## src/rtl/sad_pkg.sv

```systemverilog
// sad_pkg: shared types and default sizes for the SAD best-match search.
//   sad_best_state_t : search controller FSM state encoding
//   SAD_W_DEF        : default SAD result width (matches sad core dt_o)
//   NUM_CAND_DEF     : default number of candidate blocks per search
package sad_pkg;

  localparam int SAD_W_DEF    = 32;
  localparam int NUM_CAND_DEF = 16;

  typedef enum logic [2:0] {
    S_IDLE,
    S_LAUNCH,
    S_WAIT_BUSY,
    S_WAIT_DONE,
    S_CMP,
    S_HOLD
  } sad_best_state_t;

endpackage

```

## src/rtl/sad_best_reg.sv

```systemverilog
// sad_best_reg: result capture and running-minimum register for the search.
// Optional feature macro: SAD_BEST_EARLY_EXIT_EN (drives zero_exit_o).
// Ports:
//   clk          clock
//   rst_i        synchronous active-high reset
//   clr_i        new search: arms unconditional load of the first result
//   cap_i        capture sad core result dt_i into cur_q
//   cmp_en_i     compare cur_q against best and update on strict less
//   dt_i         sad core result
//   idx_i        candidate index of the captured result
//   best_sad_o   running minimum SAD
//   best_idx_o   index of the running minimum
//   zero_exit_o  captured result is zero and early exit is enabled
module sad_best_reg #(
  parameter int SAD_W = 32,
  parameter int IDX_W = 4
) (
  input  logic             clk,
  input  logic             rst_i,
  input  logic             clr_i,
  input  logic             cap_i,
  input  logic             cmp_en_i,
  input  logic [SAD_W-1:0] dt_i,
  input  logic [IDX_W-1:0] idx_i,
  output logic [SAD_W-1:0] best_sad_o,
  output logic [IDX_W-1:0] best_idx_o,
  output logic             zero_exit_o
);

  logic [SAD_W-1:0] cur_q;
  logic [SAD_W-1:0] best_sad_q;
  logic [IDX_W-1:0] best_idx_q;
  logic             first_q;
  logic             upd_d;

  // Strict less keeps the lower index on ties; first result always loads.
  assign upd_d = cmp_en_i && (first_q || (cur_q < best_sad_q));

  always_ff @(posedge clk) begin
    if (rst_i) begin
      cur_q      <= '0;
      best_sad_q <= '0;
      best_idx_q <= '0;
      first_q    <= 1'b0;
    end else begin
      if (clr_i)    first_q <= 1'b1;
      if (cap_i)    cur_q   <= dt_i;
      if (cmp_en_i) first_q <= 1'b0;
      if (upd_d) begin
        best_sad_q <= cur_q;
        best_idx_q <= idx_i;
      end
    end
  end

  assign best_sad_o = best_sad_q;
  assign best_idx_o = best_idx_q;

`ifdef SAD_BEST_EARLY_EXIT_EN
  assign zero_exit_o = (cur_q == '0);
`else
  assign zero_exit_o = 1'b0;
`endif

endmodule

```

## src/rtl/sad_best_match.sv

```systemverilog
// sad_best_match: drives the sad core once per candidate block, tracks the
// minimum SAD and its index, and hands the result off over valid/ready.
// Optional feature macro: SAD_BEST_EARLY_EXIT_EN (stop at the first zero SAD).
// Ports:
//   clk         clock
//   rst_i       synchronous active-high reset
//   start_i     begin a new search (accepted only when idle)
//   sad_enb_o   one-cycle launch pulse to the sad core
//   sad_busy_i  sad core busy
//   sad_dt_i    sad core result
//   cand_idx_o  candidate under evaluation (also steers the address generator)
//   busy_o      search in progress, until the result is accepted
//   best_sad_o  minimum SAD of the search
//   best_idx_o  index of the minimum
//   valid_o     result valid
//   ready_i     consumer accepts result
module sad_best_match
  import sad_pkg::*;
#(
  parameter int NUM_CAND = NUM_CAND_DEF,
  parameter int SAD_W    = SAD_W_DEF,
  localparam int IDX_W   = $clog2(NUM_CAND)
) (
  input  logic             clk,
  input  logic             rst_i,
  input  logic             start_i,
  output logic             sad_enb_o,
  input  logic             sad_busy_i,
  input  logic [SAD_W-1:0] sad_dt_i,
  output logic [IDX_W-1:0] cand_idx_o,
  output logic             busy_o,
  output logic [SAD_W-1:0] best_sad_o,
  output logic [IDX_W-1:0] best_idx_o,
  output logic             valid_o,
  input  logic             ready_i
);

  localparam logic [IDX_W-1:0] LAST_IDX = IDX_W'(NUM_CAND - 1);

  sad_best_state_t  state_q;
  logic             sad_enb_q;
  logic             busy_q;
  logic             valid_q;
  logic [IDX_W-1:0] cand_q;

  logic clr_d;
  logic cap_d;
  logic cmp_en_d;
  logic zero_exit;

  assign clr_d    = (state_q == S_IDLE) && start_i;
  assign cap_d    = (state_q == S_WAIT_DONE) && !sad_busy_i;
  assign cmp_en_d = (state_q == S_CMP);

  sad_best_reg #(
    .SAD_W (SAD_W),
    .IDX_W (IDX_W)
  ) u_best (
    .clk         (clk),
    .rst_i       (rst_i),
    .clr_i       (clr_d),
    .cap_i       (cap_d),
    .cmp_en_i    (cmp_en_d),
    .dt_i        (sad_dt_i),
    .idx_i       (cand_q),
    .best_sad_o  (best_sad_o),
    .best_idx_o  (best_idx_o),
    .zero_exit_o (zero_exit)
  );

  // Outputs are registered: sad_enb_q is set on the edge entering LAUNCH so
  // it is high for exactly the LAUNCH cycle.
  always_ff @(posedge clk) begin
    if (rst_i) begin
      state_q   <= S_IDLE;
      sad_enb_q <= 1'b0;
      busy_q    <= 1'b0;
      valid_q   <= 1'b0;
      cand_q    <= '0;
    end else begin
      case (state_q)
        S_IDLE: begin
          if (start_i) begin
            cand_q    <= '0;
            busy_q    <= 1'b1;
            sad_enb_q <= 1'b1;
            state_q   <= S_LAUNCH;
          end
        end
        S_LAUNCH: begin
          sad_enb_q <= 1'b0;
          state_q   <= S_WAIT_BUSY;
        end
        // Wait for busy to rise first so a stale low busy is not taken as done.
        S_WAIT_BUSY: begin
          if (sad_busy_i) state_q <= S_WAIT_DONE;
        end
        S_WAIT_DONE: begin
          if (!sad_busy_i) state_q <= S_CMP;
        end
        S_CMP: begin
          if (zero_exit || (cand_q == LAST_IDX)) begin
            valid_q <= 1'b1;
            state_q <= S_HOLD;
          end else begin
            cand_q    <= cand_q + IDX_W'(1);
            sad_enb_q <= 1'b1;
            state_q   <= S_LAUNCH;
          end
        end
        S_HOLD: begin
          if (ready_i) begin
            valid_q <= 1'b0;
            busy_q  <= 1'b0;
            state_q <= S_IDLE;
          end
        end
        default: state_q <= S_IDLE;
      endcase
    end
  end

  assign sad_enb_o  = sad_enb_q;
  assign busy_o     = busy_q;
  assign valid_o    = valid_q;
  assign cand_idx_o = cand_q;

endmodule

```

## config.mk

```make
export PLATFORM = sky130hd
export DESIGN_NAME = sad_best_match
export DESIGN_NICKNAME = d
export VERILOG_FILES = /design/src/rtl/sad_pkg.sv /design/src/rtl/sad_best_reg.sv /design/src/rtl/sad_best_match.sv
export SDC_FILE = /design/constraint.sdc
export NUM_CORES = 1
export LEC_CHECK = 0
export CORE_MARGIN = 5
export CORE_UTILIZATION = 34
export CTS_CLUSTER_SIZE = 30
export DETAILED_ROUTE_END_ITERATION = 16
export SLEW_MARGIN = 30
export SYNTH_ARGS = -nofsm -noshare
export SYNTH_HDL_FRONTEND = slang
export SYNTH_SLANG_ARGS = --single-unit
```

## constraint.sdc

```tcl
create_clock -name clk -period 2.06 [get_ports clk]
set_clock_uncertainty 0.1 [all_clocks]
set_input_delay 0.206 -clock clk [delete_from_list [all_inputs] [get_ports clk]]
set_output_delay 0.206 -clock clk [all_outputs]
set_load 0.02 [all_outputs]
```

==> results.sh, run 1 <==
export IMPL_fmax_mhz=440
export IMPL_p_leak_uw=0.00237
export IMPL_vias=3462
export IMPL_coreArea_um2=11500
export IMPL_yosys_area_share_adder=0.0999
export IMPL_worstSetupEndpoint="u_best.best_sad_o[7]"
export IMPL_synth_avg_cell_area_um2=8.67
export IMPL_timing_setup_tns_ns=-6.81
export IMPL_grt_use_met1=0.187
export IMPL_yosys_area_top_type="dfxtp_1"
export IMPL_dr_first_iter_drc_count=113
export IMPL_synth_xor_area_frac=0.00656
export IMPL_dp_slack_ns=-0.250
export IMPL_ys_types=34
export IMPL_final_hold_viol_count=0
export IMPL_ys_warnings_count=0
export IMPL_synth_compound_area_share=0.108
export IMPL_synth_cells=462
export IMPL_synth_edff_count=0
export IMPL_rsz0062_at_grt="yes"
export IMPL_die_h_um=119
export IMPL_ys_flop_type="dfxtp_1"
export IMPL_die_area_um2=14100
export IMPL_path_delay_family="compound AO/OA/AOI/OAI gates"
export IMPL_ys_seq_area_frac=0.395
export IMPL_timing_rr_start="u_best.best_sad_o[25]"
export IMPL_ys_ff_latch=79
export IMPL_grt_pass1_vias=3526
export IMPL_drc_errors=0
export IMPL_cap_violations=0
export IMPL_dr_pass1_iters=5
export IMPL_grt_pass1_wl_um=16700
export IMPL_ys_top_cells_by_count="79 x dfxtp_1, 74 x nand2b_1, 70 x nand2_1"
export IMPL_clkSinkCount=79
export IMPL_routabilityCongestion=0.778
export IMPL_worst_path_buf_inv=3
export IMPL_cp_end_kind="flop"
export IMPL_grt_busiest_layer="met2"
export IMPL_synth_fp_nets=531
export IMPL_path_cells="inv_2, ha_4, a21o_1, a221o_1, o2bb2ai_1, o31ai_1, buf_4, o21ai_4, buf_12, mux2i_1"
export IMPL_worst_path_largest_cell_delay_ns=0.34
export IMPL_reg2reg_to="u_best.best_sad_o[7]"
export IMPL_dp_cells=712
export IMPL_reg2regPathDepth=10
export IMPL_relSlewSlack=0.716
export IMPL_htreeDepth=3
export IMPL_crit_cells=10
export IMPL_dp_hpwl_um=6940
export IMPL_synth_top_family_by_area="simple AND/OR/NAND/NOR gates"
export IMPL_syn_area_um2=4010
export IMPL_reg2reg_setup_slack_ns=-0.21
export IMPL_yosys_top_cells_area="dfxtp_1 39%, nand2b_1 12%, ha_1 10%"
export IMPL_grtUsageMet3=0.0377
export IMPL_critPathMaxFanout=18
export IMPL_power_density_nw_per_um2=619
export IMPL_synth_top_area_frac=0.395
export IMPL_startpoint="u_best.best_sad_o[25]"
export IMPL_cts_clk_slew_worst_paths_ns=0.06
export IMPL_hold_path_class="input port to flop"
export IMPL_cts_tree="yes"
export IMPL_worstMarginPinSlew_ns=0.426
export IMPL_final_min_clock_period_ns=2.27
export IMPL_cts_buffers=9
export IMPL_peakVddDrop_mv=0.333
export IMPL_setup_ws_ns=-0.213
export IMPL_worstSetupStartpointType="flop"
export IMPL_post_cts_buffers=0
export IMPL_grtUsageTotal=0.142
export IMPL_crit_slowest_cell="dfxtp_4"
export IMPL_drive_above_1_share=0.188
export IMPL_fp_dieW_um=119
export IMPL_antenna_found_initial=0
export IMPL_violations="negative setup slack"
export IMPL_clock_latency_ns=0.33
export IMPL_wl_um=9670
export IMPL_fin_cells=728
export IMPL_async_reset_ff_frac=0
export IMPL_row_count=39
export IMPL_post_drt_via_cell_ratio=4.76
export IMPL_yosys_area_share_simple=0.231
export IMPL_finalCritPeriodShare=1.10
export IMPL_cp_arrival_ns=2.42
export IMPL_synth_most_common_cell="dfxtp_1"
export IMPL_routedWlPerCell_um=13.3
export IMPL_ioPinCount=80
export IMPL_path_class="flop to flop"
export IMPL_ant_nets=0
export IMPL_use_met2=0.226
export IMPL_grt_overflow=0
export IMPL_outcome="finished, violations left"
export IMPL_cts_root_buf="clkbuf_16"
export IMPL_synth_mux_area_fraction=0.0924
export IMPL_cts_hold_buf=0
export IMPL_setup_viol=36
export IMPL_initial_core_util=0.349
export IMPL_antenna_cells=0
export IMPL_drv_slew=0
export IMPL_fin_nets=649
export IMPL_portBuffers=79
export IMPL_clock_path_buffers=2
export IMPL_required_ns=2.21
export IMPL_grt_max_degree=114
export IMPL_area_delta_synth_final_pct=44.3
==> report_power, final <==
group	switching, µW	internal [µW]	total, µW
sequential	16.0	1540	1550
combinational	118	157	275
clock	606	1150	1750
==> worst min-delay path: stages <==
cell	delay (ns)
buf_2	0.11
buf_12	0.21
a21oi_1	0.14
==> through the flow <==
| stage | util | hold WS, ns | cell area [µm²] | total power [µW] |
|---|---|---|---|---|
| after floorplan | - | 0.242 | 4110 | 1720 |
| after global placement | 0.469 | 0.361 | 5380 | 1860 |
| after detailed placement | 0.469 | 0.371 | 5380 | 1860 |
| after CTS | 0.503 | 0.279 | 5770 | 3640 |
| after global routing | 0.504 | 0.315 | 5780 | 3730 |
| final | 0.504 | 0.289 | 5780 | 3580 |
==> worst min-delay path by stage <==
stage / from / to / slack, ns / cells past startpoint
global route: rst_i / state_q[0] / 0.31 / 3
finish: rst_i / u_best.cur_q[10] / 0.29 / 3
detailed placement: u_best.cur_q[9] / u_best.cur_q[9] / 0.37 / 2
global placement: u_best.cur_q[0] / u_best.cur_q[0] / 0.36 / 2
CTS: rst_i / state_q[0] / 0.28 / 3
floorplan: sad_dt_i[0] / u_best.cur_q[0] / 0.24 / 2
==> repair_timing <==
action,in CTS,in global routing
gates resized for setup,11,3
setup endpoints to repair,36,37
pin swaps,0,2
==> layout by cell type (no fill, tap or decap), types with 2 or more instances in the layout <==
| cell type | Yosys | routed |
|---|---|---|
| a211o_1 | 2 | 2 |
| a211oi_1 | 4 | 3 |
| a21o_1 | 5 | 5 |
| a21oi_1 | 47 | 47 |
| buf_12 | 3 | 4 |
| buf_4 | 0 | 49 |
| clkbuf_16 | 0 | 10 |
| clkbuf_8 | 0 | 4 |
| clkdlybuf4s50_1 | 0 | 78 |
| dfxtp_1 | 79 | 61 |
| dfxtp_2 | 0 | 11 |
| dfxtp_4 | 0 | 7 |
| ha_1 | 32 | 24 |
| ha_4 | 0 | 8 |
| inv_1 | 31 | 23 |
| inv_2 | 0 | 8 |
| mux2i_1 | 37 | 37 |
| nand2_1 | 70 | 70 |
| nand2b_1 | 74 | 74 |
| nand3_1 | 7 | 7 |
| nand4_1 | 9 | 9 |
| nor2_1 | 14 | 14 |
| nor2b_1 | 4 | 4 |
| o21a_1 | 2 | 2 |
| xor2_1 | 3 | 3 |
==> flip-flops by register name (all words and copies together) (netlist names) <==
register / flops
busy_o: 1
cand_idx_o: 4
sad_enb_o: 1
state_q: 3
u_best.best_idx_o: 4
u_best.best_sad_o: 32
u_best.cur_q: 32
u_best.first_q: 1
valid_o: 1
==> final cells by class <==
| type | instances | area, µm² |
|---|---|---|
| well taps | 143 | 179 |
| repair buffers | 132 | 1230 |
| flip-flops and latches | 79 | 1620 |
| inverters | 31 | 116 |
| clock buffers | 15 | 309 |
| fillers | 1105 | 5690 |
| clock inverters | 1 | 30.0 |
| multi-input cells | 327 | 2290 |
==> layer usage <==
| metal | wire length [µm] | vias up | share of wire |
|---|---|---|---|
| li1 | - | 1781 | - |
| met1 | 4640 | 1605 | 0.48 |
| met5 | 0 | - | 0 |
| met3 | 424 | 11 | 0.044 |
| met2 | 4470 | 65 | 0.46 |
| met4 | 143 | 0 | 0.015 |
==> kinds of logic after synthesis <==
| group | Yosys count |
|---|---|
| buffers and inverters | 56 |
| flip-flops | 79 |
| AND/OR/NAND/NOR | 183 |
| XOR/XNOR | 3 |
| AO/OA/AOI/OAI | 72 |
| multiplexers | 37 |
| adder cells (fa/ha/maj) | 32 |
(Power assumes the default switching activity.)
==> inputs of run 2 (changes only) <==
- CORE_UTILIZATION: 34 -> 45
- PLACE_DENSITY: not set -> 0.74
==> results.sh, run 2 (same netlist as run 1, synthesis figures left out) <==
export IMPL_violations="negative setup slack"
export IMPL_dp_hpwl_um=6840
export IMPL_dr_pass1_iters=7
export IMPL_ff_latch_area_um2=1620
export IMPL_path_class="flop to flop"
export IMPL_hold_path_class="input port to flop"
export IMPL_cts_root_buf="clkbuf_8"
export IMPL_cts_clk_slew_worst_paths_ns=0.08
export IMPL_outcome="finished, violations left"
export IMPL_clock_latency_ns=0.35
export IMPL_drv_slew=0
export IMPL_fp_dieW_um=104
export IMPL_finalCritPeriodShare=1.10
export IMPL_drive_above_1_share=0.185
export IMPL_required_ns=2.24
export IMPL_htreeDepth=3
export IMPL_n_fill_cell=754
export IMPL_fmax_mhz=440
export IMPL_multi_input_comb_area_um2=2330
export IMPL_grtUsageTotal=0.177
export IMPL_final_min_clock_period_ns=2.27
export IMPL_dp_slack_ns=-0.233
export IMPL_post_dp_cell_area_um2=5360
export IMPL_setup_ws_ns=-0.212
export IMPL_clkSinkCount=79
export IMPL_post_cts_buffers=0
export IMPL_grt_max_degree=72
export IMPL_worstSetupStartpointType="flop"
export IMPL_drc_errors=0
export IMPL_worstMarginPinSlew_ns=0.408
export IMPL_finish_utilization=0.650
export IMPL_setup_viol=36
export IMPL_final_common_cell="clkdlybuf4s50_1"
export IMPL_final_hold_viol_count=0
export IMPL_peakVddDrop_mv=0.316
export IMPL_rsz0062_at_grt="yes"
export IMPL_grt_overflow=0
export IMPL_power_density_nw_per_um2=516
export IMPL_fin_nets=649
export IMPL_clock_path_buffers=2
export IMPL_grt_pass1_wl_um=16100
export IMPL_cts_tree="yes"
export IMPL_coreArea_um2=8680
export IMPL_routedWlPerCell_um=13.8
export IMPL_vias=3514
export IMPL_relSlewSlack=0.728
export IMPL_cp_arrival_ns=2.45
export IMPL_critPathMaxFanout=15
export IMPL_antenna_cells=0
export IMPL_cp_end_kind="flop"
export IMPL_die_h_um=104
export IMPL_cap_violations=0
export IMPL_row_count=34
export IMPL_mostFrequentLayoutCells="78 x clkdlybuf4s50_1, 74 x nand2b_1, 70 x nand2_1"
export IMPL_ant_nets=0
export IMPL_routabilityCongestion=0.824
export IMPL_wl_um=9520
export IMPL_post_drt_via_cell_ratio=5.08
export IMPL_dr_first_iter_drc_count=112
export IMPL_initial_core_util=0.462
export IMPL_cts_buffers=9
export IMPL_p_leak_uw=0.00231
export IMPL_ioPinCount=80
export IMPL_portBuffers=79
export IMPL_grt_pass1_vias=3508
export IMPL_die_area_um2=10900
export IMPL_area_delta_synth_final_pct=40.7
export IMPL_antenna_found_initial=0
export IMPL_final_cell_area_um2=5640
run 2: cell count changes in the layout (fill, tap and decap cells not counted), sizes merged:
cell	before	now
clkbuf	15	12
clkinv	0	2
bufinv	1	0
clkinvlp	0	1
run 2: power breakdown:
part           internal (µW)  total [µW]  switching, µW
Combinational            161         279            118
Clock                    526        1070            547
Sequential              1530        1550           20.2
Total                   2220        2910            685
run 2: layout make-up:
cell class                      instances  share of cell area
Sequential cell                        79               0.287
Multi-Input combinational cell        327               0.413
Inverter                               31              0.0206
Tap cell                              108              0.0240
Timing Repair Buffer                  132               0.223
Clock inverter                          3             0.00311
Clock buffer                           12              0.0293
run 2: timing repair:
item,in CTS,in global routing
hold buffers,0,0
endpoints found under the setup margin,36,37
gates resized for setup,7,9
pin swaps,4,2
run 2: critical path: stages, from the launching register on:
cell and delay, ns:
dfxtp_4 0.35, inv_2 0.04, ha_4 0.27, a211o_1 0.17, a31oi_4 0.06, o31ai_4 0.28
a2111oi_4 0.10, buf_4 0.15, o21ai_4 0.25, buf_12 0.21, mux2i_1 0.21
run 2: worst paths after layout:
check	startpoint	to	slack, ns	depth (start not counted)
setup reg to reg	u_best.best_sad_o[2]	u_best.best_sad_o[8]	-0.21	10
hold / removal	rst_i	state_q[0]	0.16	2
setup / recovery	u_best.best_sad_o[2]	u_best.best_sad_o[8]	-0.21	10
hold reg to reg	u_best.cur_q[0]	u_best.cur_q[0]	0.38	2
run 2: through the flow:
step	hold WS, ns	TNS [ns]	cells	power, µW
floorplan	0.242	-2.40	462	1720
global placement	0.362	-5.39	677	1850
detailed placement	0.369	-6.11	677	1860
CTS	0.140	-5.59	692	2920
global route	0.172	-10.43	692	3040
finish	0.158	-6.54	692	2910
run 2: routing by layer:
metal | track usage | part of all wire | vias to the layer above
met5 | 0 | 0 | -
met4 | 0.0749 | 0.022 | 0
met3 | 0.0435 | 0.050 | 20
met2 | 0.297 | 0.48 | 92
met1 | 0.215 | 0.45 | 1633
li1 | - | - | 1769
==> inputs of run 3 (changes only) <==
- CORE_MARGIN: 5 -> not set
==> results.sh, run 3 (same netlist as run 1, synthesis figures left out) <==
export IMPL_final_min_clock_period_ns=2.27
export IMPL_area_delta_synth_final_pct=44.6
export IMPL_coreArea_um2=8680
export IMPL_cts_clk_slew_worst_paths_ns=0.08
export IMPL_fin_nets=650
export IMPL_grt_overflow=0
export IMPL_die_area_um2=9280
export IMPL_dr_pass1_iters=4
export IMPL_ioPinCount=80
export IMPL_wl_um=9760
export IMPL_peakVddDrop_mv=0.388
export IMPL_drc_errors=0
export IMPL_outcome="finished, violations left"
export IMPL_relSlewSlack=0.660
export IMPL_drive_above_1_share=0.196
export IMPL_drv_slew=0
export IMPL_cts_buffers=9
export IMPL_grtUsageTotal=0.209
export IMPL_grt_pass1_vias=3368
export IMPL_finalCritPeriodShare=1.10
export IMPL_required_ns=2.20
export IMPL_worstMarginPinSlew_ns=0.510
export IMPL_die_h_um=96.4
export IMPL_p_leak_uw=0.00237
export IMPL_antenna_found_initial=0
export IMPL_portBuffers=79
export IMPL_fp_dieW_um=96.4
export IMPL_initial_core_util=0.462
export IMPL_power_density_nw_per_um2=557
export IMPL_critPathMaxFanout=7
export IMPL_cts_tree="yes"
export IMPL_dp_hpwl_um=6590
export IMPL_setup_ws_ns=-0.210
export IMPL_final_common_cell="clkdlybuf4s50_1"
export IMPL_clock_latency_ns=0.35
export IMPL_ant_nets=0
export IMPL_clkSinkCount=79
export IMPL_finish_utilization=0.668
export IMPL_post_drt_via_cell_ratio=5.04
export IMPL_fmax_mhz=440
export IMPL_reg2regPathDepth=10
export IMPL_hold_depth=2
export IMPL_clock_path_buffers=2
export IMPL_cp_arrival_ns=2.41
export IMPL_vias=3496
export IMPL_final_hold_viol_count=0
export IMPL_dp_cells=673
export IMPL_mostFrequentLayoutCells="78 x clkdlybuf4s50_1, 74 x nand2b_1, 70 x nand2_1"
export IMPL_row_count=34
export IMPL_cp_end_kind="flop"
export IMPL_htreeDepth=3
export IMPL_grt_max_degree=47
export IMPL_worstSetupStartpointType="flop"
export IMPL_routedWlPerCell_um=14.1
export IMPL_cts_root_buf="clkbuf_8"
export IMPL_antenna_cells=0
export IMPL_dr_first_iter_drc_count=141
export IMPL_fin_cells=694
export IMPL_rsz0062_at_grt="yes"
export IMPL_path_class="flop to flop"
export IMPL_cap_violations=0
export IMPL_grt_pass1_wl_um=14900
export IMPL_setup_viol=36
export IMPL_routabilityCongestion=0.845
export IMPL_violations="negative setup slack"
export IMPL_hold_path_class="input port to flop"
## run 3: cell count changes in the layout (fill, tap and decap cells not counted), moves of 2 or more
cell / previous run / this run
clkbuf_8: 12 / 9
dfxtp_2: 8 / 10
clkinv_2: 2 / 0
buf_6: 0 / 2
bufinv_16: 0 / 3
clkbuf_16: 0 / 3
buf_4: 47 / 42
dfxtp_1: 64 / 62
## run 3: where the power goes
group	internal (µW)	switching, µW	total, µW
logic	163	121	284
registers	1530	19.8	1550
clock network	802	587	1390
total	2500	728	3230
## run 3: worst paths after layout
| check | start | end | slack (ns) |
|---|---|---|---|
| max | u_best.best_sad_o[2] | u_best.best_sad_o[20] | -0.21 |
| min | rst_i | state_q[0] | 0.21 |
| max reg2reg | u_best.best_sad_o[2] | u_best.best_sad_o[20] | -0.21 |
| min reg2reg | u_best.cur_q[0] | u_best.cur_q[0] | 0.38 |
## run 3: what timing repair did
action,CTS,global route
resized for setup,11,14
hold buffers,0,0
endpoints found under the setup margin,36,36
setup buffers,0,3
cloned,0,3
pin swaps,1,6
hold endpoints to repair,0,0
## run 3: per-layer routing
metal / global-route usage / vias to the layer above / routed length (µm) / part of all wire
li1: - / 1773 / - / -
met1: 0.259 / 1642 / 4470 / 0.46
met2: 0.367 / 70 / 4800 / 0.49
met3: 0.0348 / 11 / 356 / 0.036
met4: 0.0662 / 0 / 122 / 0.013
met5: 0 / - / 0 / 0
## run 3: final cells by class
cell class / instances / area (µm²)
Clock buffer: 10 / 128
Clock inverter: 6 / 109
Fill cell: 695 / 2880
Inverter: 31 / 119
Multi-Input combinational cell: 327 / 2340
Sequential cell: 79 / 1620
Tap cell: 108 / 135
Timing Repair Buffer: 133 / 1340
## run 3: stage by stage
stage | hold WS, ns | worst slack [ns] | power (µW) | TNS (ns) | cell area [µm²]
global route | 0.222 | -0.302 | 3340 | -9.89 | 5790
CTS | 0.206 | -0.162 | 3230 | -4.94 | 5640
finish | 0.207 | -0.210 | 3230 | -6.88 | 5790
floorplan | 0.242 | -0.0821 | 1720 | -2.40 | 4110
global placement | 0.363 | -0.169 | 1850 | -5.70 | 5350
detailed placement | 0.371 | -0.213 | 1850 | -7.02 | 5350
## run 3: critical path, cell delays in order, from the launching register on
cell	delay [ns]
dfxtp_4	0.36
inv_4	0.03
ha_4	0.21
a211o_1	0.30
a31oi_4	0.18
o31ai_4	0.10
a2111oi_4	0.35
o21ai_4	0.09
buf_6	0.15
clkbuf_16	0.16
mux2i_1	0.11
